## config.mk

```make
export PLATFORM = sky130hd
export DESIGN_NAME = defuse_scan
export DESIGN_NICKNAME = d
export VERILOG_FILES = /design/src/rtl/saper_pkg.sv /design/src/rtl/board_index_counter.sv /design/src/rtl/defuse_scan.sv
export SDC_FILE = /design/constraint.sdc
export NUM_CORES = 1
export LEC_CHECK = 0
export ABC_AREA = 1
export ABC_CLOCK_PERIOD_IN_PS = 3500
export CORE_AREA = 5 5 171 173
export CTS_BUF_LIST = sky130_fd_sc_hd__clkbuf_4
export DETAILED_ROUTE_END_ITERATION = 16
export DIE_AREA = 0 0 176 178
export DONT_BUFFER_PORTS = 1
export GPL_TIMING_DRIVEN = 0
export MAX_ROUTING_LAYER = met4
export PLACE_DENSITY_LB_ADDON = 0.25
export SLEW_MARGIN = 20
export SYNTH_ARGS = -nofsm -noshare
export SYNTH_HDL_FRONTEND = slang
export SYNTH_SLANG_ARGS = --single-unit
```

## constraint.sdc

```tcl
create_clock -name clk -period 3.5 [get_ports clk]
set_input_delay 0.175 -clock clk [delete_from_list [all_inputs] [get_ports clk]]
set_output_delay 0.175 -clock clk [all_outputs]
set_load 0.02 [all_outputs]
```

## src/rtl/saper_pkg.sv

```systemverilog
// Shared definitions for the board scan / redraw blocks: level codes,
// board sizes and the scan FSM state type.
package saper_pkg;

  localparam logic [1:0] LVL_EASY   = 2'd1;
  localparam logic [1:0] LVL_MEDIUM = 2'd2;
  localparam logic [1:0] LVL_HARD   = 2'd3;

  localparam logic [4:0] SIZE_EASY   = 5'd8;
  localparam logic [4:0] SIZE_MEDIUM = 5'd10;
  localparam logic [4:0] SIZE_HARD   = 5'd16;

  typedef enum logic [1:0] {
    ST_IDLE = 2'd0,
    ST_SCAN = 2'd1,
    ST_FIN  = 2'd2
  } scan_state_e;

  // Board edge length for a level code; unknown codes fall back to easy.
  function automatic logic [4:0] level_to_size(input logic [1:0] lvl);
    logic [4:0] sz;
    case (lvl)
      LVL_HARD:   sz = SIZE_HARD;
      LVL_MEDIUM: sz = SIZE_MEDIUM;
      LVL_EASY:   sz = SIZE_EASY;
      default:    sz = SIZE_EASY;
    endcase
    return sz;
  endfunction

endpackage

```

## src/rtl/board_index_counter.sv

```systemverilog
// Row-major x/y walker over a size x size board, x fastest.
// nx/ny expose the position the next inc would move to, so callers can
// prefetch data for it on the same edge.
module board_index_counter #(
  parameter int IDX_W = 5
) (
  input  logic             clk,
  input  logic             rst,
  input  logic             clr,
  input  logic             inc,
  input  logic [IDX_W-1:0] size,
  output logic [IDX_W-1:0] x,
  output logic [IDX_W-1:0] y,
  output logic [IDX_W-1:0] nx,
  output logic [IDX_W-1:0] ny,
  output logic             last
);

  logic [IDX_W-1:0] x_q, x_d, y_q, y_d;
  logic             x_end, y_end;

  // Wrap logic: x rolls into y, y rolls back to 0 after the final row.
  always_comb begin
    x_end = (x_q == size - IDX_W'(1));
    y_end = (y_q == size - IDX_W'(1));
    nx    = x_end ? '0 : x_q + IDX_W'(1);
    ny    = x_end ? (y_end ? '0 : y_q + IDX_W'(1)) : y_q;
    x_d   = x_q;
    y_d   = y_q;
    if (clr) begin
      x_d = '0;
      y_d = '0;
    end else if (inc) begin
      x_d = nx;
      y_d = ny;
    end
  end

  // Position register.
  always_ff @(posedge clk) begin
    if (rst) begin
      x_q <= '0;
      y_q <= '0;
    end else begin
      x_q <= x_d;
      y_q <= y_d;
    end
  end

  assign x    = x_q;
  assign y    = y_q;
  assign last = x_end & y_end;

endmodule

```

## src/rtl/defuse_scan.sv

```systemverilog
// Defuse-flag read scanner: walks the active board row-major and streams
// (x, y, defused) records over valid/ready while counting flagged cells.
// Optional macro DEFUSE_SCAN_SKIP_EN: only flagged cells are emitted; an
// internal pointer walks one cell per cycle while the output slot is free.
module defuse_scan
  import saper_pkg::*;
#(
  parameter int IDX_W = 5,
  parameter int CNT_W = 9
) (
  input  logic               clk,
  input  logic               rst,
  input  logic               start,
  input  logic [1:0]         level,
  input  logic [7:0][7:0]    defuse_arr_easy,
  input  logic [9:0][9:0]    defuse_arr_medium,
  input  logic [15:0][15:0]  defuse_arr_hard,
  input  logic               out_ready,
  output logic               cell_valid,
  output logic [IDX_W-1:0]   cell_x,
  output logic [IDX_W-1:0]   cell_y,
  output logic               cell_defused,
  output logic               busy,
  output logic               done,
  output logic [CNT_W-1:0]   flag_count
);

  scan_state_e      state_q, state_d;
  logic [IDX_W-1:0] size_q, size_d;
  logic [IDX_W-1:0] cx_q, cx_d, cy_q, cy_d;
  logic             valid_q, valid_d;
  logic             def_q, def_d;
  logic             done_q, done_d;
  logic [CNT_W-1:0] cnt_q, cnt_d;

  logic             clr, inc, last;
  logic [IDX_W-1:0] px, py, pnx, pny;

  board_index_counter #(.IDX_W(IDX_W)) u_idx (
    .clk  (clk),
    .rst  (rst),
    .clr  (clr),
    .inc  (inc),
    .size (size_q),
    .x    (px),
    .y    (py),
    .nx   (pnx),
    .ny   (pny),
    .last (last)
  );

  // Live read of the flag array for the given board size; no snapshot.
  function automatic logic rd_bit(input logic [IDX_W-1:0] sz,
                                  input logic [IDX_W-1:0] ix,
                                  input logic [IDX_W-1:0] iy);
    logic b;
    b = 1'b0;
    if (sz == IDX_W'(SIZE_HARD))
      b = defuse_arr_hard[ix[3:0]][iy[3:0]];
    else if (sz == IDX_W'(SIZE_MEDIUM)) begin
      if (ix < IDX_W'(10) && iy < IDX_W'(10))
        b = defuse_arr_medium[ix[3:0]][iy[3:0]];
    end else
      b = defuse_arr_easy[ix[2:0]][iy[2:0]];
    return b;
  endfunction

`ifdef DEFUSE_SCAN_SKIP_EN
  logic ptr_act_q, ptr_act_d;
  logic adv, pbit;
`endif

  // Scan FSM: next state, record load and flag accumulation.
  always_comb begin
    state_d = state_q;
    size_d  = size_q;
    cx_d    = cx_q;
    cy_d    = cy_q;
    valid_d = valid_q;
    def_d   = def_q;
    cnt_d   = cnt_q;
    done_d  = 1'b0;
    clr     = 1'b0;
    inc     = 1'b0;
`ifdef DEFUSE_SCAN_SKIP_EN
    ptr_act_d = ptr_act_q;
    adv       = ptr_act_q & (~valid_q | out_ready);
    pbit      = rd_bit(size_q, px, py);
`endif
    case (state_q)
      ST_IDLE: begin
        if (start) begin
          size_d  = IDX_W'(level_to_size(level));
          cnt_d   = '0;
          clr     = 1'b1;
          cx_d    = '0;
          cy_d    = '0;
          state_d = ST_SCAN;
`ifdef DEFUSE_SCAN_SKIP_EN
          valid_d   = 1'b0;
          def_d     = 1'b0;
          ptr_act_d = 1'b1;
`else
          valid_d = 1'b1;
          def_d   = rd_bit(size_d, '0, '0);
`endif
        end
      end
      ST_SCAN: begin
`ifdef DEFUSE_SCAN_SKIP_EN
        // Slot drains on accept; the pointer refills it with flagged cells only.
        if (valid_q & out_ready) valid_d = 1'b0;
        if (adv) begin
          cnt_d = cnt_q + CNT_W'(pbit);
          if (pbit) begin
            valid_d = 1'b1;
            cx_d    = px;
            cy_d    = py;
            def_d   = 1'b1;
          end
          if (last) ptr_act_d = 1'b0;
          else      inc       = 1'b1;
        end
        if ((~ptr_act_q | (adv & last)) & ~valid_d) begin
          state_d = ST_FIN;
          done_d  = 1'b1;
        end
`else
        // Counter tracks the record on display; prefetch the next cell's bit.
        if (valid_q & out_ready) begin
          cnt_d = cnt_q + CNT_W'(def_q);
          if (last) begin
            valid_d = 1'b0;
            state_d = ST_FIN;
            done_d  = 1'b1;
          end else begin
            inc   = 1'b1;
            cx_d  = pnx;
            cy_d  = pny;
            def_d = rd_bit(size_q, pnx, pny);
          end
        end
`endif
      end
      ST_FIN:  state_d = ST_IDLE;
      default: state_d = ST_IDLE;
    endcase
  end

  // State and output registers; synchronous reset aborts any scan.
  always_ff @(posedge clk) begin
    if (rst) begin
      state_q <= ST_IDLE;
      size_q  <= '0;
      cx_q    <= '0;
      cy_q    <= '0;
      valid_q <= 1'b0;
      def_q   <= 1'b0;
      done_q  <= 1'b0;
      cnt_q   <= '0;
`ifdef DEFUSE_SCAN_SKIP_EN
      ptr_act_q <= 1'b0;
`endif
    end else begin
      state_q <= state_d;
      size_q  <= size_d;
      cx_q    <= cx_d;
      cy_q    <= cy_d;
      valid_q <= valid_d;
      def_q   <= def_d;
      done_q  <= done_d;
      cnt_q   <= cnt_d;
`ifdef DEFUSE_SCAN_SKIP_EN
      ptr_act_q <= ptr_act_d;
`endif
    end
  end

  assign cell_valid   = valid_q;
  assign cell_x       = cx_q;
  assign cell_y       = cy_q;
  assign cell_defused = def_q;
  assign busy         = (state_q == ST_SCAN);
  assign done         = done_q;
  assign flag_count   = cnt_q;

endmodule

```

# --- Yosys cells after proc, flatten, opt, wreduce, memory -nomap -nowiden ---
# Index checks and enable logic that the tools add are counted.
totals:
  out_inout_bits: 23
  reg_bits: 39
  input_bits: 426
op_classes:
  n_eq_ne: 13
  n_mux: 51
  reduce_logical: 10
  addsub: 4
  order_cmp: 6
  bitwise_logic: 4
op_table:
  columns: ["cell", "n"]
  rows:
  - ["$bmux 16 s4", 1]
  - ["$mux 5", 10]
  - ["$bmux 10 s4", 1]
  - ["$pmux 5 s2", 3]
  - ["$bmux 8 s3", 1]
  - ["$mux 1", 20]
  - ["$mux 9", 2]
  - ["$pmux 9 s2", 1]
  - ["$mux 16", 1]
  - ["$add 5x1->5 const B", 2]
  - ["$eq 5x4->1 const B", 2]
  - ["$eq 5x5->1", 2]
  - ["$eq 5x5->1 const B", 2]
  - ["$lt 4x5->1 const B", 2]
  - ["$lt 5x4->1 const B", 2]
  - ["$mux 10", 1]
  - ["$add 9x1->9", 1]
  - ["$bmux 1 s4", 2]
  - ["$lt 3x4->1 const B", 2]
  - ["$mux 8", 1]
  - ["$reduce_and 4->1", 2]
  - ["$mux 2", 3]
  - ["$reduce_and 3->1", 2]
  - ["$sub 5x1->5 const B", 1]
  - ["15 further kinds", 21]

# --- Logic depth before layout (Yosys ltp) ---
# Gate-level depths: netlist (run 1).
logic_depth:
  ltp_word: 13
  depth_mapped: 26
  mapped_depth_nobuf: 26

# --- Hierarchy ---
# From an unflattened synthesis (run 1), not the netlist that was laid out.
unflattened:
  cells_unflattened: 1289
  hier_area_um2: 6500.0
by_module_without_submodules:
  columns: ["module", "n_inst", "area_each_um2", "cells_per_inst", "seq_area_each_um2"]
  rows:
  - ["defuse_scan", 1, 5589.1, 1139, 540.5]
  - ["board_index_counter", 1, 910.9, 150, 200.2]

# --- Worst setup path after synthesis (run 1) ---
# Ideal clock, no wire load.
synth_path:
  kind: "register to register"
  from: "register size_q[1]"
  to: "register def_q, in the netlist cell_defused"
  slack_ns: 1.057
  arrival_ns: 2.312
  path_stages_with_launch: 23
  required_time_ns: 3.369
  synth_period_minus_slack_ns: 2.443
  n_path_buf: 2
  path_cell_list: "dfxtp_1 inv_2 ha_1 nand2_1 nand3_1 nor2_2 nand2_4 nand2_4 buf_8 buf_8 nand2_1 nand3_1 nand3_1 nand3_1 nand2_1 nand2_1 nand2_1 nor2_1 nand2_1 nand3_1 nand3_1 nand2_1 a21oi_2"
synth_via:
  elab_chain_len: 13
synth_rtl:
  columns: ["item", "line_no", "rtl"]
  rows:
  - ["start, declared", "defuse_scan.sv:29", "logic [IDX_W-1:0] size_q, size_d;"]
  - ["start signal, assigned", "defuse_scan.sv:166", "size_q <= size_d;"]
  - ["$sub 5x1->5", "board_index_counter.sv:24, board_index_counter.sv:25", null]
  - ["$eq 5x5->1", "board_index_counter.sv:24", "x_end = (x_q == size - IDX_W'(1));"]
  - ["$mux 5", "board_index_counter.sv:26", "nx = x_end ? '0 : x_q + IDX_W'(1);"]
  - ["$bmux 10 s4", "defuse_scan.sv:62", "b = defuse_arr_medium[ix[3:0]][iy[3:0]];"]
  - ["$mux 10 (not written as such)", "defuse_scan.sv:62", null]
  - ["$bmux 1 s4", "defuse_scan.sv:62", null]
  - ["$mux 1 (not written as such)", "defuse_scan.sv:62", null]
  - ["$mux 1", "defuse_scan.sv:61", "if (ix < IDX_W'(10) && iy < IDX_W'(10))"]
  - ["$mux 1", "defuse_scan.sv:60", "else if (sz == IDX_W'(SIZE_MEDIUM)) begin"]
  - ["$mux 1", "defuse_scan.sv:58", "if (sz == IDX_W'(SIZE_HARD))"]
  - ["$mux 1", "defuse_scan.sv:132", "if (last) begin"]
  - ["$mux 1", "defuse_scan.sv:130", "if (valid_q & out_ready) begin"]
  - ["$pmux 1 s2", "defuse_scan.sv:90", "case (state_q)"]
  - ["end signal, assigned", "defuse_scan.sv:158", "def_q <= 1'b0;"]
  - ["end signal, assigned", "defuse_scan.sv:170", "def_q <= def_d;"]
  - ["end, declared", "defuse_scan.sv:32", "logic def_q, def_d;"]
# Parallel ways exist; a longest one is shown, timed or not. The select of a mux whose other input is x is not followed.
# A chain may end at the register's enable or synchronous reset.

# --- Final worst setup path (run 1) ---
# Ends and elaborated chain as after synthesis.

==> run metrics, run 1 <==
status=complete, no violations; vias in the first global route=8,515; Max-Slew Margin vs Limit=30.28%; post-route cell area=6882 um^2; Mapped Cells=1,228; R2R depth=22; routability congestion estimate=0.9302; Comb pwr share=36.1%; CP max-delay cell=dfxtp_2; post-synth top area share=26.60%; WP data required=3780 ps; initial core utilization=23.11%; Fmax=304.8 MHz; P_leak=3.047 nW; Hold Slack=38.09 ps; vias=8,642; Hold-fix buffers, CTS=0; switch share=37.72%; Min-Delay Path Class=primary input to flop; num ports=449; clk buf depth=2; # fillers=3,320; DIE AREA=31,330 um^2; antenna violations before repair=5; Post-synth EDFFs=0; Yosys warnings=0; Async SR Flop Fraction=0%; sequential cell area=742.0 um^2; Worst-Margin Slew=1046 ps; Mapped Nets=1,661; P_sw=0.3851 mW; layout cells sized above 1=7.674%; number of H-tree levels=2; final net count=1,671; type of the worst setup path=flop to flop; CTS tree=yes; syn avg cell area=5.172 um^2; HPWL after DPL=34,130 um; crit-path max FO=10; Core ar.=27,480 um^2; part of the power in registers=42.8%; Die Wd=176 um; flop2flop setup slack=220 ps; main area contributors after synthesis=nand2_1 (27%), nand3_1 (21%), dfxtp_1 (12%); drt first pass iters=5; clock slew at reported path FFs=110 ps; reg2reg end=cell_defused; Most common cell on crit path=nand3_1; first-pass GRT wire length=57,550 um; netlist area before placement=6351 um^2; Via density=5.439; predominant post-synthesis flop cell=dfxtp_1; Worst-Skew Late Latency=340 ps; Final Slew Violations=0; clk sinks=37; Cells on Worst Hold Path=3; pwr/cell area=148.4 nW/um^2; CP arrival=3560 ps; Top Family by Delay on Critical Path=simple AND/OR/NAND/NOR gates; TritonCTS Buffers=5; R2R Path Start=size_q[1]; slowest cell delay on critical path=400 ps; maximum ir drop on the vdd rail=94.58 uV; Clock Power Share=21.2%; Hold Path End=size_q[1]; WL/cell=26.02 um; Placed Area=6784 um^2; Max-Cap Viols=0; final setup fails=0; Distinct cells, synth=37; Area Overhead vs Synth=8.353%; clock skew=11.98 ps; CP Capture Type=flop; Int Pwr=0.6360 mW; chip height=178 um; CP Buf/Inv Count=4; fin crit period=3281 ps; GR Overflow Total=0; Hold Startpoint=level[0]; CP Launch Type=flop; Fin. Hold Viols=0; final cycle utilization of the critical path=93.73%; Multi-input gate area=4920 um^2; number of DRC violations after detailed-routing iteration 0=691; Clock Root Buffer=clkbuf_4; row cnt=61; largest net degree at the start of global routing=11; GRT Total Usage=25.37%; drt total wl=41,350 um; Synth area leader=nand2_1; register area share after synthesis=11.66%; Port Buf Inserts=0; worst-path cell chain=inv_2 > ha_1 > nand2_1 > nand2_1 > nor2_1 > nand2_2 > nor2_8 > nor2_4 > buf_12 > buf_4 > buf_2 > o21ai_0 > nand3_1 > nand3_1 > nand3_1 > nand3_1 > nand3_1 > nand2_1 > nand3_1 > nand3_1 > nand2_1 > a21oi_2; synthesized flop and latch total=37; Post-route DRC=0; post-route ant nets=0
## cell families after synthesis
group	count (synthesis)	synth area share, %
muxes	40	6.304
buffers and inverters	135	10.87
AOI/OAI and AO/OA	113	9.259
adders and majority gates	7	1.379
DFF	37	11.66
and+or+nand+nor	889	59.55
xor gates and xnor gates	7	0.9653
## worst register-to-register path: stages (launching register included)
cell and delay, ps:
dfxtp_2 400, inv_2 90, ha_1 380, nand2_1 110
nand2_1 50, nor2_1 110, nand2_2 100, nor2_8 200
nor2_4 70, buf_12 130, buf_4 130, buf_2 190
o21ai_0 110, nand3_1 190, nand3_1 150, nand3_1 100
nand3_1 120, nand3_1 70, nand2_1 80, nand3_1 120
nand3_1 140, nand2_1 80, a21oi_2 100
## layout make-up
cell class | count | area share, %
clock buffer | 6 | 0.6545
inverter | 48 | 2.618
clock inverter | 1 | 0.05455
sequential | 37 | 10.78
buffer | 87 | 7.418
tap | 346 | 6.291
antenna | 5 | 0.1818
multi-input combinational | 1056 | 71.49
timing repair buffer | 3 | 0.5091
## worst max path at each step
stage,start,endpoint,slack (ps),cells after the start
floorplan,size_q[1],cell_defused,1060,22
global placement,size_q[1],cell_defused,20,22
detailed placement,size_q[1],cell_defused,-10,22
CTS,size_q[1],cell_defused,90,22
global route,u_idx.x[0],cell_defused,-4,15
finish,size_q[1],cell_defused,220,22
## per-layer routing
layer  vias up  global-route usage (%)  wire (um)
li1       4044                       -          -
met1      4106                   30.14      16840
met2       416                   43.35      20270
met3        76                   4.811       2822
met4         0                   8.545       1412
met5         -                       -          0
## cell usage after synthesis (all sizes together) (2+ instances only)
master and count:
ha 7, nand3 271, inv 47, clkbuf 26
buf 61, nor3b 2, xor2 6, nand4 4
nor3 7, dfxtp 37, nand2 458, a21oi 35
a211oi 2, o21ai 72, mux2i 40, nor2 145
## through the flow
stage	worst slack [ps]	util (%)	std cells	total power, mW	TNS, ps
global route	-4.125	25.05	1589	1.102	-4.125
floorplan	1057	-	1228	0.7028	0
detailed placement	-13.01	24.69	1574	0.8115	-13.01
CTS	91.08	25.00	1584	1.032	0
global placement	21.83	24.69	1574	0.8097	0
finish	219.3	25.05	1589	1.021	0
## state kept, by name (all words and copies together) (netlist names)
name          flops
size_q            3
cell_y            5
u_idx.y           5
cell_x            5
state_q           2
cell_valid        1
u_idx.x           5
flag_count        9
done              1
cell_defused      1
## power groups by stage
stage	clock network, mW	registers, mW	logic (mW)
2_1_floorplan	0	0.444	0.259
3_3_place_gp	0	0.446	0.364
3_5_place_dp	0	0.446	0.365
4_1_cts	0.228	0.437	0.368
5_1_grt	0.253	0.438	0.410
6_report	0.216	0.437	0.368
## layout by cell type, fill, tap and decap left out, types with 9 or more instances in the layout
cell type  synthesis  final
buf_4             11     13
mux2i_1           40     40
inv_2              9      9
buf_6             10     10
dfxtp_1           37     36
o21ai_0           64     64
a21oi_1           34     34
clkbuf_1          26     26
nand3_1          271    271
inv_1             38     38
buf_2             36     36
nand2_1          450    450
nor2_1           139    139
## repair_timing
item / in CTS / in global routing
buffers inserted: 3 / 0
setup endpoints to repair: 1 / 1
cloned: 0 / 0
pin swaps: 1 / 0
resized for setup: 0 / 1
Note: power is estimated with default switching activity, not from simulation.
==> run 2, diff against run 1 <==
--- a/config.mk
+++ b/config.mk
@@ -5,16 +5,16 @@
 export SDC_FILE = /design/constraint.sdc
 export NUM_CORES = 1
 export LEC_CHECK = 0
-export ABC_AREA = 1
 export ABC_CLOCK_PERIOD_IN_PS = 3500
-export CORE_AREA = 5 5 171 173
+export CORE_AREA = 5 5 173 175
 export CTS_BUF_LIST = sky130_fd_sc_hd__clkbuf_4
 export DETAILED_ROUTE_END_ITERATION = 16
-export DIE_AREA = 0 0 176 178
+export DIE_AREA = 0 0 178 180
 export DONT_BUFFER_PORTS = 1
 export GPL_TIMING_DRIVEN = 0
 export MAX_ROUTING_LAYER = met4
 export PLACE_DENSITY_LB_ADDON = 0.25
+export SKIP_CTS_REPAIR_TIMING = 1
 export SLEW_MARGIN = 20
 export SYNTH_ARGS = -nofsm -noshare
 export SYNTH_HDL_FRONTEND = slang
==> run metrics, run 2 <==
status=complete, but fails checks; vias=6,757; Fmax=285.0 MHz; Post-route DRC=0; main area contributors after synthesis=mux4_2 (24%), dfxtp_1 (13%), nand2_1 (6.2%); drt first pass iters=5; worst slack at placement=-1641 ps; Die Wd=178 um; TritonCTS Buffers=5; routability congestion estimate=0.9226; Yosys warnings=0; Final Slew Violations=0; final setup fails=1; Synth area leader=mux4_2; Area Overhead vs Synth=19.94%; Mapped Cells=691; placed cells=1,076; fin crit period=3509 ps; final cycle utilization of the critical path=100.3%; netlist area before placement=5817 um^2; Via density=6.022; row cnt=62; failing checks=negative hold slack, negative setup slack; CP arrival=3760 ps; predominant post-synthesis flop cell=dfxtp_1; post-route cell area=6977 um^2; GRT Total Usage=25.31%; first-pass GRT wire length=55,570 um; Distinct cells, synth=74; type of the worst setup path=flop to flop; Post-Layout Cell Count=1,122; WL/cell=37.76 um; register area share after synthesis=12.73%; P_leak=2.139 nW; Worst-Skew Late Latency=360 ps; pwr/cell area=146.6 nW/um^2; num ports=449; Worst-Margin Slew=795.8 ps; synthesized flop and latch total=37; DIE AREA=32,040 um^2; R2R Path Start=size_q[1]; HPWL after DPL=35,200 um; clk sinks=37; Max-Cap Viols=0; Post-synth top cells=nand2_1 (96), mux4_2 (63), nor2_1 (48), a21oi_1 (45), clkbuf_1 (40); WP data required=3750 ps; commonest non-fill, non-tap cell in the layout=nand2_1; setup TNS=-9.101 ps; clock skew=12.05 ps; antenna violations before repair=14; Mapped Nets=1,124; maximum ir drop on the vdd rail=72.21 uV; most frequent cells in the layout=nand2_1 (93), mux4_2 (63), nor2_1 (45), a21oi_1 (45), dfxtp_1 (34); CTS tree=yes; final net count=1,158; Max-Slew Margin vs Limit=46.75%; initial core utilization=20.54%; # fillers=3,138; max FFs per register=9; total power=1.023 mW; Hold Slack=-7.729 ps; RSZ-0062 raised after global routing=true; CP Capture Type=flop; GR Overflow Total=0; post-route ant nets=0; crit-path max FO=7; number of H-tree levels=2; number of DRC violations after detailed-routing iteration 0=609; Port Buf Inserts=0; worst setup path start=size_q[1]; Post-synth EDFFs=0; Fin. Hold Viols=1; Min-Delay Path Class=primary input to flop; Clock Root Buffer=clkbuf_4; Placed Area=6321 um^2; CP Launch Type=flop; drt total wl=42,360 um; Worst Slack Setup Final=-9.101 ps; post-synth top area share=24.39%; clock slew at reported path FFs=130 ps; vias in the first global route=6,809; Hold Startpoint=level[1]; Async SR Flop Fraction=0%; chip height=180 um; clk buf depth=2; Core ar.=28,310 um^2; layout cells sized above 1=27.03%; cell with the most instances after synthesis=nand2_1; syn avg cell area=8.418 um^2; largest net degree at the start of global routing=11
[run 2: cell types whose count changed after synthesis, moves of 15 or more]
cell	previous run	this run
nand3_1	271	23
o21ai_0	64	33
mux4_2	0	63
a211oi_1	2	17
buf_2	36	7
nand2_1	450	96
mux2_2	0	18
nor2_1	139	48
inv_1	38	8
a31oi_1	0	16
[run 2: path summary, 6_finish.rpt]
| kind | end | slack (ps) | depth (start not counted) |
|---|---|---|---|
| min | size_q[4] | -8 | 2 |
| min reg2reg | size_q[1] | 530 | 2 |
| max reg2reg | cell_defused | -9 | 15 |
| max | cell_defused | -9 | 15 |
[run 2: logic make-up (layout without fill, tap and decap cells)]
logic type / Yosys count / in the layout / synth area share (%)
xor gates and xnor gates: 22 / 22 / 3.807
muxes: 114 / 114 / 33.84
adders and majority gates: 7 / 7 / 1.506
other: 0 / 13 / 0
buffers and inverters: 70 / 103 / 5.119
AOI/OAI and AO/OA: 199 / 200 / 23.64
DFF: 37 / 37 / 12.73
and+or+nand+nor: 242 / 242 / 19.36
[run 2: layout make-up]
| type | instances | area (um^2) | share of cell area (%) |
|---|---|---|---|
| timing repair buffer | 28 | 289.0 | 4.143 |
| clock buffer | 6 | 45.04 | 0.6456 |
| sequential | 37 | 749.5 | 10.74 |
| inverter | 9 | 37.54 | 0.5380 |
| tap | 384 | 480.5 | 6.887 |
| antenna | 13 | 32.53 | 0.4663 |
| buffer | 59 | 372.9 | 5.344 |
| clock inverter | 1 | 3.754 | 0.05380 |
| multi-input combinational | 585 | 4966 | 71.18 |
[run 2: report_power, final]
group	switching [mW]	internal [mW]	leakage, nW
combinational	0.183	0.168	1.81
sequential	0.0114	0.426	0.301
clock	0.154	0.0809	0.0293
[run 2: critical path, stage by stage, from the launching register on]
cell       delay (ps)
dfxtp_4           390
inv_2             100
ha_4              160
xor3_2            320
a2111oi_4         260
buf_4             200
nor2_4             60
buf_6             160
buf_12            140
buf_12            140
a311o_1           380
a32oi_1           210
a311oi_1           90
o211ai_1          250
nand4_1           190
a211o_1           320
[run 2: per-layer routing]
metal	routed length, um	GRT usage [%]	up-vias
li1	-	-	2824
met3	3148	6.071	74
met5	0	-	-
met1	15580	28.02	3455
met4	1585	7.766	0
met2	22050	44.67	404
[run 2: stage by stage]
stage               hold WS, ps  utilization (%)
floorplan                 338.8                -
global placement          348.5            22.24
detailed placement        348.4            22.32
CTS                      -45.46            22.50
global route              10.19            24.64
finish                   -7.729            24.64
